## config.mk

```make
export PLATFORM = sky130hd
export DESIGN_NAME = i2s_playback_tx_flat
export DESIGN_NICKNAME = d
export VERILOG_FILES = /design/src/rtl/i2s_pkg.sv /design/src/rtl/i2s_playback_tx_if.sv /design/src/rtl/i2s_playback_tx_sample_packer.sv /design/src/rtl/i2s_playback_tx.sv /design/src/flat_wrapper.sv
export SDC_FILE = /design/constraint.sdc
export NUM_CORES = 1
export LEC_CHECK = 0
export ABC_CLOCK_PERIOD_IN_PS = 7120
export BUFFER_PORTS_ARGS = -buffer_cell sky130_fd_sc_hd__buf_2
export CAP_MARGIN = 0
export CORE_UTILIZATION = 47
export DETAILED_ROUTE_END_ITERATION = 10
export SYNTH_ARGS = -nofsm -noshare
export SYNTH_HDL_FRONTEND = slang
export SYNTH_SLANG_ARGS = --single-unit
```

## constraint.sdc

```tcl
create_clock -name clk -period 7.12 [get_ports clk]
set_clock_uncertainty 0.1 [all_clocks]
set_input_delay 1.424 -clock clk [delete_from_list [all_inputs] [get_ports clk]]
set_output_delay 1.424 -clock clk [all_outputs]
set_load 0.02 [all_outputs]
```

## src/rtl/i2s_pkg.sv

```systemverilog
// Shared types and constants for the I2S playback path.
package i2s_pkg;

  typedef enum logic [1:0] {
    BYTE0 = 2'd0,
    BYTE1 = 2'd1,
    BYTE2 = 2'd2,
    FULL  = 2'd3
  } pack_state_e;

  localparam int unsigned BYTES_PER_SAMPLE = 3;
  localparam int unsigned BYTE_W           = 8;

  function automatic logic [7:0] sat_inc8(input logic [7:0] v);
    return (v == 8'hFF) ? v : v + 8'd1;
  endfunction

endpackage

```

## src/rtl/i2s_playback_tx_if.sv

```systemverilog
// Byte-stream valid/ready bus feeding the playback transmitter.
interface i2s_playback_tx_if;
  logic [7:0] byte_i;
  logic       byte_valid_i;
  logic       byte_ready_o;

  modport master (output byte_i, output byte_valid_i, input byte_ready_o);
  modport slave  (input byte_i, input byte_valid_i, output byte_ready_o);
endinterface

```

## src/rtl/i2s_playback_tx_sample_packer.sv

```systemverilog
// Packs three LSB-first bytes into one 24-bit sample; holds it until consumed.
module sample_packer
  import i2s_pkg::*;
#(
  parameter int unsigned DATA_SIZE = 24
) (
  input  logic                 clk,
  input  logic                 rst_n,
  input  logic [7:0]           byte_i,
  input  logic                 byte_valid_i,
  output logic                 byte_ready_o,
  input  logic                 consume_i,
  output logic                 full_o,
  output logic [DATA_SIZE-1:0] sample_o
);

  pack_state_e          state_q, state_d;
  logic [DATA_SIZE-1:0] hold_q, hold_d;
  logic                 xfer;

  always_ff @(posedge clk) begin
    if (!rst_n) begin
      state_q <= BYTE0;
      hold_q  <= '0;
    end else begin
      state_q <= state_d;
      hold_q  <= hold_d;
    end
  end

  always_comb begin
    state_d = state_q;
    hold_d  = hold_q;
    xfer    = byte_valid_i && byte_ready_o;
    case (state_q)
      BYTE0: if (xfer) begin
        hold_d[0 +: BYTE_W] = byte_i;
        state_d             = BYTE1;
      end
      BYTE1: if (xfer) begin
        hold_d[BYTE_W +: BYTE_W] = byte_i;
        state_d                  = BYTE2;
      end
      BYTE2: if (xfer) begin
        hold_d[2*BYTE_W +: BYTE_W] = byte_i;
        state_d                    = FULL;
      end
      FULL: if (consume_i) begin
        state_d = BYTE0;
      end
      default: state_d = BYTE0;
    endcase
  end

  assign byte_ready_o = (state_q != FULL);
  assign full_o       = (state_q == FULL);
  assign sample_o     = hold_q;

endmodule

```

## src/rtl/i2s_playback_tx.sv

```systemverilog
// Mono Philips-I2S transmitter: bit-clock divider, frame counter and serialiser
// fed by a byte packer; duplicated sample on both slots.
module i2s_playback_tx
  import i2s_pkg::*;
#(
  parameter int unsigned DATA_SIZE = 24,
  parameter int unsigned CLK_DIV   = 32,
  parameter int unsigned SLOT_BITS = 32
) (
  input  logic               clk,
  input  logic               rst_n,
  i2s_playback_tx_if.slave   bus,
  output logic               i2s_clk,
  output logic               i2s_ws,
  output logic               i2s_sd,
  output logic               underrun_o,
  output logic [7:0]         underrun_count_o
);

  localparam int unsigned DIV_W = (CLK_DIV > 1) ? $clog2(CLK_DIV) : 1;
  localparam int unsigned POS_W = $clog2(2 * SLOT_BITS);
  localparam int unsigned IDX_W = $clog2(DATA_SIZE);
  localparam logic [POS_W-1:0] POS_LAST = POS_W'(2 * SLOT_BITS - 1);

  logic [DIV_W-1:0]     div_q, div_d;
  logic                 clk_q, clk_d;
  logic [POS_W-1:0]     pos_q, pos_d;
  logic                 ws_q, ws_d;
  logic                 sd_q, sd_d;
  logic [DATA_SIZE-1:0] play_q, play_d;
  logic                 und_q, und_d;
  logic [7:0]           cnt_q, cnt_d;

  logic                 tc, fall, frame_start, consume, full;
  logic [POS_W-1:0]     slot_pos;
  logic [IDX_W-1:0]     bit_idx;
  logic [DATA_SIZE-1:0] hold;

  sample_packer #(.DATA_SIZE(DATA_SIZE)) u_packer (
    .clk          (clk),
    .rst_n        (rst_n),
    .byte_i       (bus.byte_i),
    .byte_valid_i (bus.byte_valid_i),
    .byte_ready_o (bus.byte_ready_o),
    .consume_i    (consume),
    .full_o       (full),
    .sample_o     (hold)
  );

  always_ff @(posedge clk) begin
    if (!rst_n) begin
      div_q  <= '0;
      clk_q  <= 1'b0;
      pos_q  <= POS_LAST;
      ws_q   <= 1'b0;
      sd_q   <= 1'b0;
      play_q <= '0;
      und_q  <= 1'b0;
      cnt_q  <= '0;
    end else begin
      div_q  <= div_d;
      clk_q  <= clk_d;
      pos_q  <= pos_d;
      ws_q   <= ws_d;
      sd_q   <= sd_d;
      play_q <= play_d;
      und_q  <= und_d;
      cnt_q  <= cnt_d;
    end
  end

  always_comb begin
    tc          = (div_q == DIV_W'(CLK_DIV - 1));
    fall        = tc && clk_q;
    frame_start = fall && (pos_q == POS_LAST);
    div_d       = tc ? '0 : div_q + DIV_W'(1);
    clk_d       = clk_q ^ tc;
    pos_d       = pos_q;
    ws_d        = ws_q;
    sd_d        = sd_q;
    play_d      = play_q;
    und_d       = 1'b0;
    cnt_d       = cnt_q;
    consume     = 1'b0;
    slot_pos    = '0;
    bit_idx     = '0;

    // Serial data is looked up from the post-advance position so WS and SD
    // update together on the falling bit-clock edge; slot bit 0 stays 0.
    if (fall) begin
      pos_d    = frame_start ? '0 : pos_q + POS_W'(1);
      ws_d     = (pos_d >= POS_W'(SLOT_BITS));
      slot_pos = ws_d ? pos_d - POS_W'(SLOT_BITS) : pos_d;
      if (slot_pos >= POS_W'(1) && slot_pos <= POS_W'(DATA_SIZE)) begin
        bit_idx = IDX_W'(DATA_SIZE - 1) - IDX_W'(slot_pos - POS_W'(1));
        sd_d    = play_q[bit_idx];
      end else begin
        sd_d = 1'b0;
      end
    end

    if (frame_start) begin
      if (full) begin
        consume = 1'b1;
        play_d  = hold;
      end else begin
        play_d = '0;
        und_d  = 1'b1;
        cnt_d  = sat_inc8(cnt_q);
      end
    end
  end

  assign i2s_clk          = clk_q;
  assign i2s_ws           = ws_q;
  assign i2s_sd           = sd_q;
  assign underrun_o       = und_q;
  assign underrun_count_o = cnt_q;

endmodule
```

## src/flat_wrapper.sv

```systemverilog
// flat-port wrapper written by rule: the top's interface ports become plain ports
module i2s_playback_tx_flat import i2s_pkg::*;
#(
  parameter int unsigned DATA_SIZE = 24,
  parameter int unsigned CLK_DIV   = 32,
  parameter int unsigned SLOT_BITS = 32
)
  (clk, rst_n, i2s_clk, i2s_ws, i2s_sd, underrun_o, underrun_count_o, bus_byte_i, bus_byte_valid_i, bus_byte_ready_o);
  i2s_playback_tx_if bus_i ();
  input  logic clk;
  input  logic rst_n;
  output logic i2s_clk;
  output logic i2s_ws;
  output logic i2s_sd;
  output logic underrun_o;
  output logic [7:0] underrun_count_o;
  input wire logic [$bits(bus_i.byte_i)-1:0] bus_byte_i;
  input wire logic [$bits(bus_i.byte_valid_i)-1:0] bus_byte_valid_i;
  output wire logic [$bits(bus_i.byte_ready_o)-1:0] bus_byte_ready_o;
  assign bus_i.byte_i = bus_byte_i;
  assign bus_i.byte_valid_i = bus_byte_valid_i;
  assign bus_byte_ready_o = bus_i.byte_ready_o;
  i2s_playback_tx #(.DATA_SIZE(DATA_SIZE), .CLK_DIV(CLK_DIV), .SLOT_BITS(SLOT_BITS)) u_core (.clk(clk), .rst_n(rst_n), .bus(bus_i), .i2s_clk(i2s_clk), .i2s_ws(i2s_ws), .i2s_sd(i2s_sd), .underrun_o(underrun_o), .underrun_count_o(underrun_count_o));
endmodule
```

==> impl_metrics.py <==
metrics = {
    "sta": {
        "max_freq_mhz": 286,
        "setup-tns-final_ns": 0,
        "slew_worst_pin_ns": 1.00,
        "slew_violations": 0,
        "report.final.hold_viol_count": 0,
        "fin_crit_sh_pct": 49.1,
        "min_period_ns": 3.50,
        "setup_failing_eps_final": 0,
        "rsz0062_at_grt": "no",
        "relative_slew_margins_pct": 33.3,
    },
    "setup_path": {
        "library_cell_contributing_the_largest_single_delay_on_the_critical_path": "sky130_fd_sc_hd__and2_1",
        "critical-path-max-stage-delay_ns": 0.75,
        "worstPathCellList": "ha_1 > and3_1 > ha_1 > ha_1 > and3_4 > and2_1 > o21ai_0 > a2111oi_2 > a211oi_1 > o31ai_1",
        "critical_path.top_delay_family": "simple AND/OR/NAND/NOR gates",
        "path_max_fanout": 27,
        "timing.critical_path.arrival_ns": 3.65,
        "worst_r2r_endpoint": "u_core.i2s_sd",
        "cp.required_ns": 7.27,
        "path_buf_inv": 0,
        "cp_capture_type": "flip-flop",
        "reg2reg_start": "u_core.div_q[0]",
        "start_kind": "flip-flop",
        "critical_path.most_common_cell": "sky130_fd_sc_hd__ha_1",
        "cp_num_cells": 10,
        "reg2reg_depth": 10,
        "reg2reg_slack_ns": 3.62,
        "worst_setup_path_category": "flip-flop to flip-flop",
    },
    "die": {
        "top_level_ports": 24,
        "horiz_die_dim_um": 86.8,
        "floorplan_die_area_um2": 7540,
        "core_region_area_um2": 6870,
        "die_h_um": 86.8,
        "row_count": 30,
        "initial_utilization_pct": 49.2,
    },
    "pwr": {
        "switching_share_pct": 28.0,
        "p_leak_nw": 1.39,
        "power_switching_mw": 0.262,
        "maximum_ir_drop_on_the_vdd_rail_v": 0.000176,
        "power.total_mw": 0.939,
        "power.density_nw_per_um2": 251,
        "pwr-share-seq_pct": 48.1,
        "combinationalPowerShare_pct": 14.2,
        "p_int_mw": 0.676,
        "share_of_total_power_in_the_clock_network_pct": 37.7,
    },
    "place": {
        "gp_routability_congestion": 0.811,
        "place_hpwl_mm": 4.79,
        "io_buffers": 23,
        "placed_cells_incl_taps": 498,
    },
    "clock_network": {
        "cts_num_sinks": 73,
        "cts-resized-gates": 0,
        "later_pin_clock_latency_in_the_skew_report_ns": 0.34,
        "htree_levels": 3,
        "cts_root_buf": "sky130_fd_sc_hd__clkbuf_8",
        "postCtsSetupRepairBufs": 0,
        "cts_hold_buffers": 0,
        "clock_tree_from_tritoncts": "yes",
        "tritoncts.num_buffers": 9,
        "clock_pin_slew_of_the_registers_on_the_worst_case_setup_and_hold_paths_ns": 0.07,
        "maximum_count_of_clock_buffers_along_a_single_path": 2,
    },
    "drt": {
        "detail_route.wl_per_cell_um": 13.8,
        "routed_wirelength_mm": 7.08,
        "detail_route.iter0.violations": 143,
        "post_route_drc_violation_count": 0,
        "detail_route.first_pass.iterations": 4,
        "via_count": 2743,
        "final_antenna_net_count": 0,
        "post_drt_via_cell_ratio": 5.34,
    },
    "global_route": {
        "grt_pass1_vias": 2540,
        "globalRouteTotalUtil_pct": 21.0,
        "globalRoute.totalOverflow": 0,
        "grt_start_max_net_pins": 43,
        "wire_length_of_the_first_global_routing_pass_mm": 12.3,
        "antenna_found_initial": 0,
    },
    "outcome": {
        "outcome": "finished, final reports clean",
    },
    "synthesis": {
        "ys_warn_count": 0,
        "synthDominantCellAreaShare_pct": 43.2,
        "syn_nets": 427,
        "dominantRegCellSynth": "sky130_fd_sc_hd__dfxtp_1",
        "syn-cell-area_um2": 3380,
        "postSynthRegisterBits": 73,
        "netlist.top_cell.by_area": "sky130_fd_sc_hd__dfxtp_1",
        "synthTopCellsByArea": "sky130_fd_sc_hd__dfxtp_1 (43%), sky130_fd_sc_hd__nand3_1 (7.8%), sky130_fd_sc_hd__nand2_1 (7.3%)",
        "synth.avg_cell_area_um2": 8.37,
        "netlist_instances": 404,
        "synth-seq-area-share_pct": 43.2,
        "synth.distinct_cells": 47,
        "synth_enable_flop_cells": 0,
        "asyncSetResetFlopFracSynth_pct": 0,
    },
    "layout": {
        "finish.cell_count_without_fillers": 514,
        "area_growth_syn_to_layout_pct": 10.5,
        "antenna_diode_count": 0,
        "mostFrequentLayoutCells": "sky130_fd_sc_hd__dfxtp_1 (73), sky130_fd_sc_hd__nand2_1 (66), sky130_fd_sc_hd__nand3_1 (53), sky130_fd_sc_hd__a21oi_1 (39), sky130_fd_sc_hd__buf_2 (23)",
        "final_layout_size_suffix_gt1_share_pct": 11.7,
        "layout.filler_cells": 667,
        "final_net_count": 436,
        "most_common_cell_after_layout_fill_and_taps_aside": "sky130_fd_sc_hd__dfxtp_1",
    },
    "min_path": {
        "hold_end": "u_core.div_q[0]",
        "min-delay-path-class": "flip-flop to flip-flop",
        "timing.hold.worst.start": "u_core.div_q[0]",
        "min_path_cells": 1,
    },
    "job": {
        "cap_violations": 0,
    },
}
## layout make-up
cell class | instances | area [um2] | share of cell area [%]
timing repair buffer | 26 | 138 | 3.69
clock inverter | 6 | 90.1 | 2.41
multi-input combinational | 292 | 1760 | 47.0
sequential | 73 | 1460 | 39.1
inverter | 11 | 41.3 | 1.11
clock buffer | 10 | 128 | 3.42
tap | 96 | 120 | 3.22
## power groups by stage
| stage | clock network (mW) | logic [mW] | registers (mW) |
|---|---|---|---|
| after floorplan | 0 | 0.105 | 0.454 |
| after global placement | 0 | 0.133 | 0.460 |
| after detailed placement | 0 | 0.135 | 0.460 |
| after CTS | 0.365 | 0.136 | 0.451 |
| after global routing | 0.384 | 0.156 | 0.454 |
| final | 0.354 | 0.134 | 0.452 |
## logic make-up (layout without fill, tap and decap cells)
family,Yosys count,count (layout),synth area share [%]
AOI/OAI and AO/OA,89,89,17.0
xor gates and xnor gates,15,15,4.11
adders and majority gates,12,12,4.44
buffers and inverters,39,53,4.81
DFF,73,73,43.2
muxes,9,9,3.22
and+or+nand+nor,167,167,23.2
## metal layers
layer / GRT usage (%) / wire (um)
met1: 29.2 / 3500
met2: 32.2 / 3290
met3: 5.71 / 250
met4: 5.00 / 31
met5: 0 / 0
## registers in the layout (all words and copies together) (netlist names)
register and count:
u_core.u_packer.state_q 2, u_core.i2s_ws 1, u_core.u_packer.sample_o 24, u_core.underrun_o 1
u_core.underrun_count_o 8, u_core.i2s_sd 1, u_core.play_q 24, u_core.i2s_clk 1
u_core.pos_q 6, u_core.div_q 5
## worst max-delay path by stage
stage | from | to | slack (ns)
finish | u_core.div_q[0] | u_core.i2s_sd | 3.62
floorplan | u_core.u_packer.state_q[1] | bus_byte_ready_o | 4.35
global placement | u_core.div_q[0] | u_core.i2s_sd | 3.64
global route | u_core.div_q[0] | u_core.i2s_sd | 3.19
detailed placement | u_core.div_q[0] | u_core.i2s_sd | 3.55
CTS | u_core.div_q[0] | u_core.i2s_sd | 3.54
## cell usage after synthesis, types with 5 or more instances
cell                       instances
sky130_fd_sc_hd__dfxtp_1          73
sky130_fd_sc_hd__nand2_1          66
sky130_fd_sc_hd__nand3_1          53
sky130_fd_sc_hd__a21oi_1          39
sky130_fd_sc_hd__clkbuf_1         22
sky130_fd_sc_hd__a21boi_0         18
sky130_fd_sc_hd__nor2_1           15
sky130_fd_sc_hd__ha_1             12
sky130_fd_sc_hd__inv_1            10
sky130_fd_sc_hd__xnor2_1           8
sky130_fd_sc_hd__o21ai_0           7
sky130_fd_sc_hd__a211oi_1          6
sky130_fd_sc_hd__mux2i_1           6
sky130_fd_sc_hd__nand4_1           6
sky130_fd_sc_hd__xor2_1            6
sky130_fd_sc_hd__o211ai_1          5
## per-stage QoR
step	setup slack (ns)	cell area, um2	util, %	hold slack (ns)
3_5_place_dp	3.55	3520	51.2	0.341
6_report	3.62	3730	54.4	0.348
2_1_floorplan	4.35	3380	-	0.318
3_3_place_gp	3.64	3520	51.2	0.333
5_1_grt	3.19	3730	54.4	0.378
4_1_cts	3.54	3730	54.4	0.352
(Power assumes the default switching activity.)
